<file path="src/rtl/msdap_ctrl.sv">
// Sequencing FSM for the MSDAP front end: configuration load, per-sample
// compute launch, silence-driven sleep/wake and memory clear control.
module msdap_ctrl #(
  parameter int CLR_CYCLES   = 512,
  parameter int SLEEP_THRESH = 800,
  parameter int ZCNT_W       = 11
) (
  input  logic        dClk,
  input  logic        reset_n,
  input  logic        start,
  input  logic        frame,
  input  logic        softReset_n,
  input  logic        s2pDone,
  input  logic [15:0] dataInL,
  input  logic [15:0] dataInR,
  output logic [3:0]  FSMState,
  output logic        inReady,
  output logic        resetDataDone_n,
  output logic        wakeupSignal,
  output logic        computeStart,
  output logic        memClear,
  output logic        sleepFlag
);

  localparam int CLR_W = (CLR_CYCLES > 1) ? $clog2(CLR_CYCLES) : 1;
  localparam logic [CLR_W-1:0]  CLR_LAST = CLR_W'(CLR_CYCLES - 1);
  localparam logic [CLR_W-1:0]  CLR_ONE  = CLR_W'(1);
  localparam logic [ZCNT_W-1:0] Z_THR    = ZCNT_W'(SLEEP_THRESH);
  localparam logic [ZCNT_W-1:0] Z_ONE    = ZCNT_W'(1);

  typedef enum logic [3:0] {
    INIT       = 4'b0000,
    WAIT_RJ    = 4'b0001,
    READ_RJ    = 4'b0010,
    WAIT_COEFF = 4'b0011,
    READ_COEFF = 4'b0100,
    WAIT_INPUT = 4'b0101,
    WORKING    = 4'b0110,
    CLEARING   = 4'b0111,
    SLEEPING   = 4'b1000
  } state_t;

  state_t             state, nxt;
  logic [CLR_W-1:0]   clrCnt, clrNxt;
  logic [ZCNT_W-1:0]  zeroCnt, zeroNxt, zeroInc;
  logic               doneD, doneRise, zeroPair, softHit;
  logic               computeNxt, wakeNxt;

  assign doneRise = s2pDone & ~doneD;
  assign zeroPair = (dataInL == 16'd0) && (dataInR == 16'd0);
  assign zeroInc  = (&zeroCnt) ? zeroCnt : zeroCnt + Z_ONE;
  assign softHit  = !softReset_n &&
                    ((state == WAIT_INPUT) || (state == WORKING) || (state == SLEEPING));
  assign FSMState = state;

  always_comb begin
    nxt        = state;
    clrNxt     = clrCnt;
    zeroNxt    = zeroCnt;
    computeNxt = 1'b0;
    wakeNxt    = 1'b0;
    case (state)
      INIT: begin
        if (clrCnt == CLR_LAST) begin
          clrNxt = '0;
          nxt    = WAIT_RJ;
        end else begin
          clrNxt = clrCnt + CLR_ONE;
        end
      end
      WAIT_RJ:    if (start)    nxt = READ_RJ;
      READ_RJ:    if (doneRise) nxt = WAIT_COEFF;
      WAIT_COEFF: if (frame)    nxt = READ_COEFF;
      READ_COEFF: if (doneRise) nxt = WAIT_INPUT;
      WAIT_INPUT: if (frame)    nxt = WORKING;
      WORKING: begin
        if (doneRise) begin
          computeNxt = 1'b1;
          if (zeroPair) begin
            zeroNxt = zeroInc;
            if (zeroInc == Z_THR) nxt = SLEEPING;
          end else begin
            zeroNxt = '0;
          end
        end
      end
      SLEEPING: begin
        if (doneRise && !zeroPair) begin
          computeNxt = 1'b1;
          wakeNxt    = 1'b1;
          zeroNxt    = '0;
          nxt        = WORKING;
        end
      end
      CLEARING: begin
        // A soft reset still held at the end of a clear simply restarts it.
        if (clrCnt == CLR_LAST) begin
          clrNxt = '0;
          nxt    = softReset_n ? WAIT_INPUT : CLEARING;
        end else begin
          clrNxt = clrCnt + CLR_ONE;
        end
      end
      default: begin
        nxt     = INIT;
        clrNxt  = '0;
        zeroNxt = '0;
      end
    endcase
    // Soft reset wins over any sample arriving in the same cycle.
    if (softHit) begin
      nxt        = CLEARING;
      clrNxt     = '0;
      zeroNxt    = '0;
      computeNxt = 1'b0;
      wakeNxt    = 1'b0;
    end
  end

  always_ff @(posedge dClk) begin
    if (!reset_n) begin
      state           <= INIT;
      clrCnt          <= '0;
      zeroCnt         <= '0;
      doneD           <= 1'b0;
      inReady         <= 1'b0;
      resetDataDone_n <= 1'b1;
      wakeupSignal    <= 1'b0;
      computeStart    <= 1'b0;
      memClear        <= 1'b1;
      sleepFlag       <= 1'b0;
    end else begin
      state           <= nxt;
      clrCnt          <= clrNxt;
      zeroCnt         <= zeroNxt;
      doneD           <= s2pDone;
      inReady         <= (nxt != INIT) && (nxt != CLEARING);
      memClear        <= (nxt == INIT) || (nxt == CLEARING);
      sleepFlag       <= (nxt == SLEEPING);
      resetDataDone_n <= ~doneRise;
      computeStart    <= computeNxt;
      wakeupSignal    <= wakeNxt;
    end
  end

endmodule

</file>
<file path="config.mk">
export PLATFORM = sky130hd
export DESIGN_NAME = msdap_ctrl
export DESIGN_NICKNAME = d
export VERILOG_FILES = /design/src/rtl/msdap_ctrl.sv
export SDC_FILE = /design/constraint.sdc
export NUM_CORES = 1
export LEC_CHECK = 0
export BUFFER_PORTS_ARGS = -buffer_cell sky130_fd_sc_hd__buf_2
export CAP_MARGIN = 20
export CORE_UTILIZATION = 51
export DETAILED_ROUTE_END_ITERATION = 16
export PLACE_DENSITY_LB_ADDON = 0.2
export SYNTH_ARGS = -nofsm -noshare
export SYNTH_HDL_FRONTEND = slang
export SYNTH_SLANG_ARGS = --single-unit
</file>
<file path="constraint.sdc">
create_clock -name dClk -period 6.65 [get_ports dClk]
set_input_delay 1.33 -clock dClk [delete_from_list [all_inputs] [get_ports dClk]]
set_output_delay 1.33 -clock dClk [all_outputs]
set_load 0.05 [all_outputs]
</file>
## Word-level counts from Yosys, hierarchy flattened

Index checks and enable logic that the tools add are counted.

| cells by class | value |
|---|---|
| equality and inequality tests | 15 |
| shift-type cells | 0 |
| multiply operators | 0 |
| reductions and logical operators | 21 |
| order comparisons | 0 |
| bitwise operators | 6 |
| add/sub/neg operators | 2 |
| multiplexer cells | 24 |
| divide/modulo/power cells | 0 |

Operators by type and width:

| operator | count |
|---|---|
| 2-to-1 mux 4 bit | 12 |
| 2-to-1 mux 11 bit | 4 |
| case mux 4 bit (9 select lines) | 1 |
| case mux 11 bit (3 select lines) | 1 |
| logical NOT 16 bit | 2 |
| equality test 4 x 3 -> 1 bit (second input constant) | 5 |
| case mux 9 bit (2 select lines) | 1 |
| OR reduction 7 bit | 2 |
| adder 11 x 1 -> 11 bit (second input constant) | 1 |
| equality test 11 x 10 -> 1 bit (second input constant) | 1 |
| AND reduction 11 bit | 1 |
| adder 9 x 1 -> 9 bit (second input constant) | 1 |
| equality test 9 bit (second input constant) | 1 |
| 2-to-1 mux 9 bit | 1 |
| equality test 4 x 2 -> 1 bit (second input constant) | 2 |
| equality test 4 bit (second input constant) | 2 |
| logical NOT 4 bit | 2 |
| inverter 1 bit | 5 |
| equality test 4 x 1 -> 1 bit (second input constant) | 1 |
| logical AND 1 bit | 4 |
| inequality test 4 x 3 -> 1 bit (second input constant) | 1 |
| nonzero test 4 bit | 1 |
| OR reduction 2 bit | 2 |
| logical OR 1 bit | 3 |
| other kinds (9) | 11 |

| storage, ports and cells | value |
|---|---|
| output and inout port bits | 10 |
| bits in writable memories | 0 |
| latch bits | 0 |
| memories | 0 |
| flip-flop bits (word level) | 31 |
| ROM bits | 0 |
| input bits | 38 |
| logic and storage cells | 78 |

## Longest topological paths before layout

Gate-level depths: netlist of the first run.

| depth | value |
|---|---|
| depth after elaboration | 10 |
| mapped depth | 10 |
| mapped depth without buffers | 10 |

## Worst setup path before layout of the first run

No wires, ideal clock.

| timing path | value |
|---|---|
| path kind | input-to-reg |
| start | in dataInR[10] |
| end | reg zeroCnt[3] |
| path slack | 3573 ps |
| arrival time | 3007 ps |
| buffers on the path | 0 |
| stages | 6 |
| library setup time | 71 ps |
| required time | 6579 ps |
| path through | nor4_1 nand2_1 nor4_2 nand3_1 or4_1 a21oi_1 |

| on the way | value |
|---|---|
| longest elaborated chain between the ends | 6 |
| elaborated cells between the ends (all ways) | 9 |
| classes of those cells | 1 x eq/ne; 3 x mux; 5 x reduce/logical |

RTL lines:

| element | line | source |
|---|---|---|
| start, declared | 15 | `input logic [15:0] dataInR,` |
| logical NOT 16 bit * | 50 | `assign zeroPair = (dataInL == 16'd0) && (dataInR == 16'd0);` |
| logical AND 1 bit * | 50 |  |
| logical NOT 1 bit | 88 | `if (doneRise && !zeroPair) begin` |
| logical AND 1 bit | 88 |  |
| inequality test 2 x 1 -> 1 bit (no source line) | - |  |
| AND reduction 3 bit (no source line) | - |  |
| end signal, assigned | 135 | `zeroCnt <= zeroNxt;` |
| end, declared | 45 | `logic [ZCNT_W-1:0] zeroCnt, zeroNxt, zeroInc;` |

Mark *: on every way between the ends. The rest lies on a longest branch, timed or not. The select of a mux whose other input is x is not followed.
A chain may end at the register's enable or synchronous reset.

## Worst setup path after layout of the first run

| timing path | value |
|---|---|
| start | in dataInR[9] |
| end | reg zeroCnt[6] |

Same word-level chain as after synthesis.

==> results of run 1 <==
worst paths after layout:
| kind | startpoint | to | slack, ps | depth (start not counted) |
|---|---|---|---|---|
| max reg2reg | zeroCnt[0] | inReady | 3790 | 8 |
| min | doneD | resetDataDone_n | 490 | 1 |
| min reg2reg | doneD | resetDataDone_n | 490 | 1 |
| max | dataInR[9] | zeroCnt[6] | 3390 | 8 |
registers in the layout, summed over array words and instances (netlist names):
signal           cells
zeroCnt             11
clrCnt               9
FSMState             4
computeStart         1
doneD                1
inReady              1
memClear             1
resetDataDone_n      1
sleepFlag            1
wakeupSignal         1
cell usage in the layout, fill, tap and decap left out, types with 3 or more instances in the layout:
| cell | instances |
|---|---|
| nor4_1 | 11 |
| nand2_1 | 20 |
| o21ai_0 | 14 |
| dfxtp_1 | 31 |
| nor3_1 | 9 |
| a31oi_1 | 6 |
| buf_2 | 47 |
| nand2b_1 | 4 |
| nor2_1 | 26 |
| xor2_1 | 4 |
| ha_1 | 3 |
| a21oi_1 | 20 |
| nand3_1 | 11 |
| mux2i_1 | 3 |
| or3_1 | 3 |
| xnor2_1 | 3 |
| inv_1 | 3 |
| clkbuf_8 | 6 |
| a211oi_1 | 6 |
| and3_1 | 6 |
| a22oi_1 | 3 |
| nor2b_1 | 5 |
metrics by stage:
stage               total power (W)  utilization [%]  std cells  worst slack (ps)  area [um^2]
finish                    0.0004041            65.43        330              3385         2252
global route              0.0004218            65.43        330              3065         2252
CTS                       0.0004089            65.43        330              3395         2252
detailed placement        0.0002171            62.01        322              3093         2135
global placement          0.0002165            62.01        322              3192         2135
floorplan                 0.0002035                -        242              3573         1896
power breakdown:
part	total [W]	leakage (nW)	internal (W)	switching, W
sequential	0.000190	0.251	0.000188	0.00000162
combinational	0.0000234	0.519	0.0000122	0.0000112
clock	0.000191	0.0612	0.000121	0.0000699
total	0.000404	0.831	0.000321	0.0000827
area by class of cell:
type	instances	area, um^2
Tap cell	46	57.56
Sequential cell	31	620.6
Clock inverter	2	35.03
Timing Repair Buffer	47	235.2
Clock buffer	6	82.58
Multi-Input combinational cell	195	1210
Fill cell	321	1190
Inverter	3	11.26
routing by layer:
metal  vias to the layer above  track usage, %  share of wire (%)
li1                        992               -                  -
met1                       879           33.26                 47
met2                        48           42.74                 47
met3                         8           5.839                4.5
met4                         0           10.17                1.7
met5                         -               0                  0
cell families after synthesis:
family	share of synthesized area, %
AO/OA/AOI/OAI	23.90
XOR/XNOR	3.234
adder cells (fa/ha/maj)	1.980
buffers and inverters	3.432
flip-flops	32.74
multiplexers	2.772
AND/OR/NAND/NOR	31.95
==> flow_summary.json, run 1 <==
{
  "status": "finished, final reports clean",
  "holdWs_ps": 492.5,
  "finalHoldViolCount": 0,
  "wl_per_cell_um": 13.83,
  "maxSlewHeadroom_pct": 46.22,
  "yosysUniqueCellTypes": 54,
  "cts_inserted_buffers": 5,
  "drtPass1Iterations": 4,
  "async_flop_share_pct": 0,
  "yosysTopAreaCellShare_pct": 32.74,
  "synth_largest_area_cell": "dfxtp_1",
  "path_max_fanout": 11,
  "gp_congestion": 0.8448,
  "critical_path_buf_inv_count": 1,
  "root_buffer": "clkbuf_8",
  "antenna_found_initial": 0,
  "post_cts_resize_count": 0,
  "route.vias.total": 1927,
  "cp-start-kind": "input pin",
  "cts_tree": "built",
  "drv_slew": 0,
  "tightest_slew_ps": 806.7,
  "tns_ps": 0,
  "drcViolationCount": 0,
  "synth_seq_area_share_pct": 32.74,
  "synthTopCellsByCount": "dfxtp_1 (31), nor2_1 (26), a21oi_1 (20), nand2_1 (20), o21ai_0 (14)",
  "layout-drive-gt1-share_pct": 23.59,
  "drtAntennaViolNets": 0,
  "hold_path.class": "flop to flop",
  "h-tree-depth": 2,
  "crit_arrival_ps": 3460,
  "fin_skew_ps": 7.720,
  "yosysMostFrequentCell": "dfxtp_1",
  "synthToLayoutAreaGrowth_pct": 18.81,
  "drt-total-wl_um": 4563,
  "worst_skew_pair.late_latency_ps": 280,
  "dpl.hpwl_um": 3348,
  "synth_ff_type": "dfxtp_1",
  "synthCells": 242,
  "synth-seq-cells": 31,
  "cap_violations": 0,
  "coreArea_mm2": 0.003442,
  "fin_crit_ps": 3265,
  "cts_buffer_depth": 2,
  "start_util_pct": 55.07,
  "grt_pass1_wl_um": 8349,
  "groute.usage.overall_pct": 26.24,
  "timing.final.crit_share_pct": 49.10,
  "power_leakage_nw": 0.8314,
  "synth_area_mm2": 0.001896,
  "slowest_stage": "a22oi_1",
  "cts_sinks": 31,
  "ctsHoldBuffers": 0,
  "ios": 48,
  "critPathCaptureType": "flop",
  "required_ps": 6850,
  "synth_edf_count": 0,
  "port_buffers": 47,
  "setup_violations": 0,
  "nNetsFinal": 324,
  "yosys_warnings": 0,
  "rows": 21,
  "postCtsSetupRepairBufs": 0,
  "power_density_mw_per_mm2": 179.4,
  "peakVddDrop_mv": 0.1328,
  "drtIter0Drc": 216,
  "die_area_mm2": 0.003965,
  "syn_nets": 283,
  "fmax_ghz": 0.3063,
  "synth.area.top_cells": "dfxtp_1 (33%), a21oi_1 (5.3%), nor2_1 (5.1%)",
  "die_y_um": 62.97,
  "grt_max_degree": 20,
  "viasPerCell": 5.839,
  "clkTransAtPathRegs_ps": 60,
  "grt_pass1_vias": 1884,
  "rsz0062_at_grt": "false",
  "crit_family": "compound AO/OA/AOI/OAI gates",
  "antenna_cells": 0,
  "critPathKind": "input pin to flop",
  "worstPathCellList": "buf_2 -> nor4_1 -> nand2_1 -> nor4_2 -> o211ai_1 -> a22oi_1 -> o21ai_0 -> a21oi_1",
  "die_w_um": 62.97,
  "postSynthAreaPerCell_um2": 7.833,
  "grt_overflow": 0,
  "worst_path_largest_cell_delay_ps": 640
}
(Power assumes the default switching activity.)
==> inputs of run 2 (changes only) <==
- CORE_UTILIZATION: 51 -> 48
- clock period: 6.65 -> 2.9 ns (I/O delays scaled with it)
==> run 2 against run 1 <==
Total power up 110%. Register-to-register slack worse by 3500 ps. Clock skew decreased by 2.2 ps. Largest power group is now sequential cells. Non-clock buffer count grew 10. Largest cell class unchanged. Clock power rose by 84%.
==> flow_summary.json, run 2 (synthesis gave the netlist of run 1 again) <==
{
  "critical_path_buf_inv_count": 0,
  "cts_inserted_buffers": 5,
  "worst_path_largest_cell_delay_ps": 600,
  "crit_arrival_ps": 2860,
  "start_util_pct": 51.01,
  "gp_congestion": 0.9356,
  "viasPerCell": 5.862,
  "place_ws_ps": 312.8,
  "tightest_slew_ps": 682.5,
  "antenna_cells": 0,
  "dpl.hpwl_um": 3531,
  "rsz0062_at_grt": "false",
  "pwr-share-comb_pct": 6.6,
  "power_density_mw_per_mm2": 366.1,
  "tns_ps": 0,
  "slowest_stage": "or4_4",
  "fin_crit_ps": 2629,
  "cp-start-kind": "flop",
  "coreArea_mm2": 0.003716,
  "antenna_found_initial": 0,
  "p_switching_w": 0.0001952,
  "required_ps": 3130,
  "port_buffers": 47,
  "seq_area_um2": 620.6,
  "grt_max_degree": 19,
  "cap_violations": 0,
  "drtIter0Drc": 200,
  "finalHoldViolCount": 0,
  "maxSlewHeadroom_pct": 54.08,
  "rows": 22,
  "die_w_um": 64.84,
  "power_leakage_nw": 0.8679,
  "clkTransAtPathRegs_ps": 60,
  "n_fill_cell": 349,
  "peakVddDrop_mv": 0.3503,
  "cts_tree": "built",
  "ios": 48,
  "drt-total-wl_um": 4796,
  "drcViolationCount": 0,
  "layout_commonest_cell": "buf_2",
  "critPathCaptureType": "flop",
  "post_cts_resize_count": 0,
  "fmax_ghz": 0.3803,
  "ctsHoldBuffers": 0,
  "root_buffer": "clkbuf_8",
  "p_int_w": 0.0006468,
  "multi_input_area_mm2": 0.001210,
  "drtPass1Iterations": 4,
  "sequentialPowerShare_pct": 51.7,
  "crit_family": "simple AND/OR/NAND/NOR gates",
  "drv_slew": 0,
  "worstPathCellList": "ha_1 -> nand3_2 -> or4_4 -> or3_1 -> a32oi_1 -> nand3_1 -> a221oi_2 -> a31o_1",
  "largest_register_ffs": 11,
  "route.vias.total": 1999,
  "setup_violations": 0,
  "worst_skew_pair.late_latency_ps": 290,
  "synthToLayoutAreaGrowth_pct": 21.32,
  "layout_common_cells": "buf_2 (47), dfxtp_1 (31), nor2_1 (26)",
  "postCtsSetupRepairBufs": 0,
  "fin_skew_ps": 5.495,
  "nNetsFinal": 334,
  "path_max_fanout": 8,
  "hold_path.class": "flop to flop",
  "layout-drive-gt1-share_pct": 25.94,
  "final.setup.worst_slack_ps": 270.8,
  "grt_pass1_wl_um": 8128,
  "cts_buffer_depth": 2,
  "p_sw_share_pct": 23.18,
  "cts_sinks": 31,
  "clock_power_share_pct": 41.7,
  "timing.final.crit_share_pct": 90.66,
  "critPathKind": "flop to flop",
  "top_register": "zeroCnt",
  "status": "finished, final reports clean",
  "die_area_mm2": 0.004204,
  "die_y_um": 64.84,
  "drtAntennaViolNets": 0,
  "grt_overflow": 0,
  "grt_pass1_vias": 1799,
  "groute.usage.overall_pct": 25.10,
  "h-tree-depth": 2,
  "wl_per_cell_um": 14.06
}
-- run 2: final cells by class --
cell class              count  share of cell area [%]
clock inverters             1                  0.2176
repair buffers             57                   13.49
inverters                   3                  0.4897
flip-flops and latches     31                   26.99
multi-input cells         195                   52.61
clock buffers               6                   3.591
well taps                  48                   2.612
-- run 2: layer usage --
metal  share of wire, %  track usage (%)
met5                  0                0
met4                2.2            12.22
met3                5.6            4.754
met1                 46            31.62
met2                 47            40.63
-- run 2: stage by stage --
stage | instances | total power (W) | util (%) | area (um^2) | hold WS [ps]
floorplan | 242 | 0.0004666 | - | 1896 | 425.3
global placement | 334 | 0.0004987 | 59.53 | 2212 | 447.1
detailed placement | 334 | 0.0005004 | 59.53 | 2212 | 449.6
CTS | 341 | 0.0008481 | 61.89 | 2300 | 471.5
global route | 341 | 0.0008750 | 61.89 | 2300 | 498.1
finish | 341 | 0.0008420 | 61.89 | 2300 | 468.0
-- run 2: final timing paths --
path | startpoint | endpoint | slack, ps | cells after the start
worst min register to register | doneD | resetDataDone_n | 470 | 1
worst min-delay path | doneD | resetDataDone_n | 470 | 1
worst max-delay path | zeroCnt[0] | inReady | 270 | 8
worst max register to register | zeroCnt[0] | inReady | 270 | 8
-- run 2: worst reg2reg max path, cell delays in order, from the launching register on --
cell	delay, ps
dfxtp_1	440
ha_1	230
nand3_2	110
or4_4	600
or3_1	320
a32oi_1	250
nand3_1	150
a221oi_2	340
a31o_1	140
-- run 2: power groups by stage --
stage	sequential (W)	combinational, W	clock [W]
floorplan	0.000446	0.0000202	0
global placement	0.000444	0.0000545	0
detailed placement	0.000445	0.0000558	0
CTS	0.000435	0.0000562	0.000357
global route	0.000435	0.0000619	0.000378
finish	0.000435	0.0000558	0.000351
==> inputs of run 3 (changes only) <==
- CORE_UTILIZATION: 48 -> 51
- clock period: 2.9 -> 2.8 ns (I/O delays scaled with it)
==> run 3 against run 2 <==
Non-clock buffer count decreased by 2. Global-route usage decreased by 0.16 points. Hold slack better by 17 ps. Fmax is 2.2% higher. Flip-flop and latch count stayed put. Sequential share of layout area is essentially flat. Cell area is essentially flat. Count of clock-buffer cells in the layout increased by 1. Highest routed layer unchanged.
==> flow_summary.json, run 3 (synthesis gave the netlist of run 1 again) <==
{
  "clock_power_share_pct": 43.9,
  "grt_pass1_wl_um": 7997,
  "cts_buffer_depth": 2,
  "gp_congestion": 0.8845,
  "drt-total-wl_um": 4631,
  "critPathCaptureType": "flop",
  "p_int_w": 0.0007007,
  "layout_common_cells": "buf_2 (47), dfxtp_1 (31), nor2_1 (26)",
  "clkTransAtPathRegs_ps": 70,
  "coreArea_mm2": 0.003442,
  "required_ps": 3030,
  "cts_tree": "built",
  "n_fill_cell": 312,
  "drtAntennaViolNets": 0,
  "cts_inserted_buffers": 5,
  "grt_pass1_vias": 1793,
  "worstPathCellList": "ha_1 -> nand3_2 -> or4_4 -> or3_1 -> a32oi_1 -> nand3_1 -> a221oi_2 -> a31o_1",
  "drcViolationCount": 0,
  "worst_path_largest_cell_delay_ps": 580,
  "hold_path.class": "flop to flop",
  "grt_overflow": 0,
  "multi_input_area_mm2": 0.001210,
  "root_buffer": "clkbuf_8",
  "maxSlewHeadroom_pct": 56.05,
  "seq_area_um2": 620.6,
  "die_w_um": 62.97,
  "finalHoldViolCount": 0,
  "layout-drive-gt1-share_pct": 25.68,
  "nNetsFinal": 332,
  "rows": 21,
  "fin_skew_ps": 5.529,
  "post_cts_resize_count": 0,
  "tns_ps": 0,
  "power_density_mw_per_mm2": 394.4,
  "die_area_mm2": 0.003965,
  "cts_sinks": 31,
  "postCtsSetupRepairBufs": 0,
  "critical_path_buf_inv_count": 0,
  "h-tree-depth": 2,
  "fin_crit_ps": 2572,
  "drtPass1Iterations": 7,
  "rsz0062_at_grt": "false",
  "ctsHoldBuffers": 0,
  "die_y_um": 62.97,
  "p_switching_w": 0.0002058,
  "tightest_slew_ps": 653.2,
  "worst_skew_pair.late_latency_ps": 290,
  "sequentialPowerShare_pct": 49.7,
  "drtIter0Drc": 201,
  "p_sw_share_pct": 22.71,
  "start_util_pct": 55.07,
  "wl_per_cell_um": 13.70,
  "critPathKind": "flop to flop",
  "setup_violations": 0,
  "viasPerCell": 5.885,
  "port_buffers": 47,
  "total_power_w": 0.0009065,
  "ios": 48,
  "status": "finished, final reports clean",
  "crit_arrival_ps": 2810,
  "synthToLayoutAreaGrowth_pct": 21.25,
  "path_max_fanout": 8,
  "layout_commonest_cell": "buf_2",
  "power_leakage_nw": 0.8604,
  "groute.usage.overall_pct": 24.94,
  "peakVddDrop_mv": 0.2297,
  "pwr-share-comb_pct": 6.4,
  "dpl.hpwl_um": 3345,
  "drv_slew": 0,
  "largest_register_ffs": 11,
  "cap_violations": 0,
  "top_register": "zeroCnt",
  "cp-start-kind": "flop",
  "crit_family": "simple AND/OR/NAND/NOR gates",
  "route.vias.total": 1989,
  "antenna_found_initial": 0,
  "timing.final.crit_share_pct": 91.87,
  "antenna_cells": 0,
  "fmax_ghz": 0.3887,
  "grt_max_degree": 19,
  "slowest_stage": "or4_4"
}
run 3: stage by stage:
stage | hold WS, ps | cell area, um^2 | setup WS [ps] | utilization (%) | instances
2_1_floorplan | 425.3 | 1896 | 313.9 | - | 242
3_3_place_gp | 449.3 | 2195 | 302.2 | 63.76 | 330
3_5_place_dp | 455.7 | 2195 | 250.7 | 63.76 | 330
4_1_cts | 487.3 | 2298 | 216.0 | 66.78 | 338
5_1_grt | 534.9 | 2298 | 20.47 | 66.78 | 338
6_report | 484.7 | 2298 | 227.6 | 66.78 | 338
run 3: power groups by stage:
| stage | combinational, W | clock, W | sequential [W] |
|---|---|---|---|
| 3_5_place_dp | 0.0000574 | 0 | 0.000460 |
| 2_1_floorplan | 0.0000209 | 0 | 0.000462 |
| 3_3_place_gp | 0.0000561 | 0 | 0.000460 |
| 4_1_cts | 0.0000580 | 0.000404 | 0.000451 |
| 5_1_grt | 0.0000639 | 0.000424 | 0.000451 |
| 6_report | 0.0000578 | 0.000398 | 0.000450 |
run 3: cell type report:
| type | count | area share [%] |
|---|---|---|
| multi-input cells | 195 | 52.64 |
| flip-flops and latches | 31 | 27.00 |
| repair buffers | 55 | 12.85 |
| clock buffers | 7 | 4.192 |
| well taps | 46 | 2.504 |
| inverters | 3 | 0.4899 |
| clock inverters | 1 | 0.3266 |
run 3: worst paths after layout:
check / start / to / slack (ps) / cells past startpoint
setup / recovery: zeroCnt[0] / inReady / 230 / 8
hold / removal: doneD / resetDataDone_n / 480 / 1
setup reg to reg: zeroCnt[0] / inReady / 230 / 8
hold reg to reg: doneD / resetDataDone_n / 480 / 1
run 3: metal layers:
metal | GRT usage, % | vias to the layer above | wire length [um] | share of wire, %
met2 | 41.53 | 69 | 2192 | 47
met3 | 6.569 | 2 | 262 | 5.7
met5 | 0 | - | 0 | 0
met4 | 6.105 | 0 | 19 | 0.41
li1 | - | 1015 | - | -
met1 | 31.63 | 903 | 2157 | 47
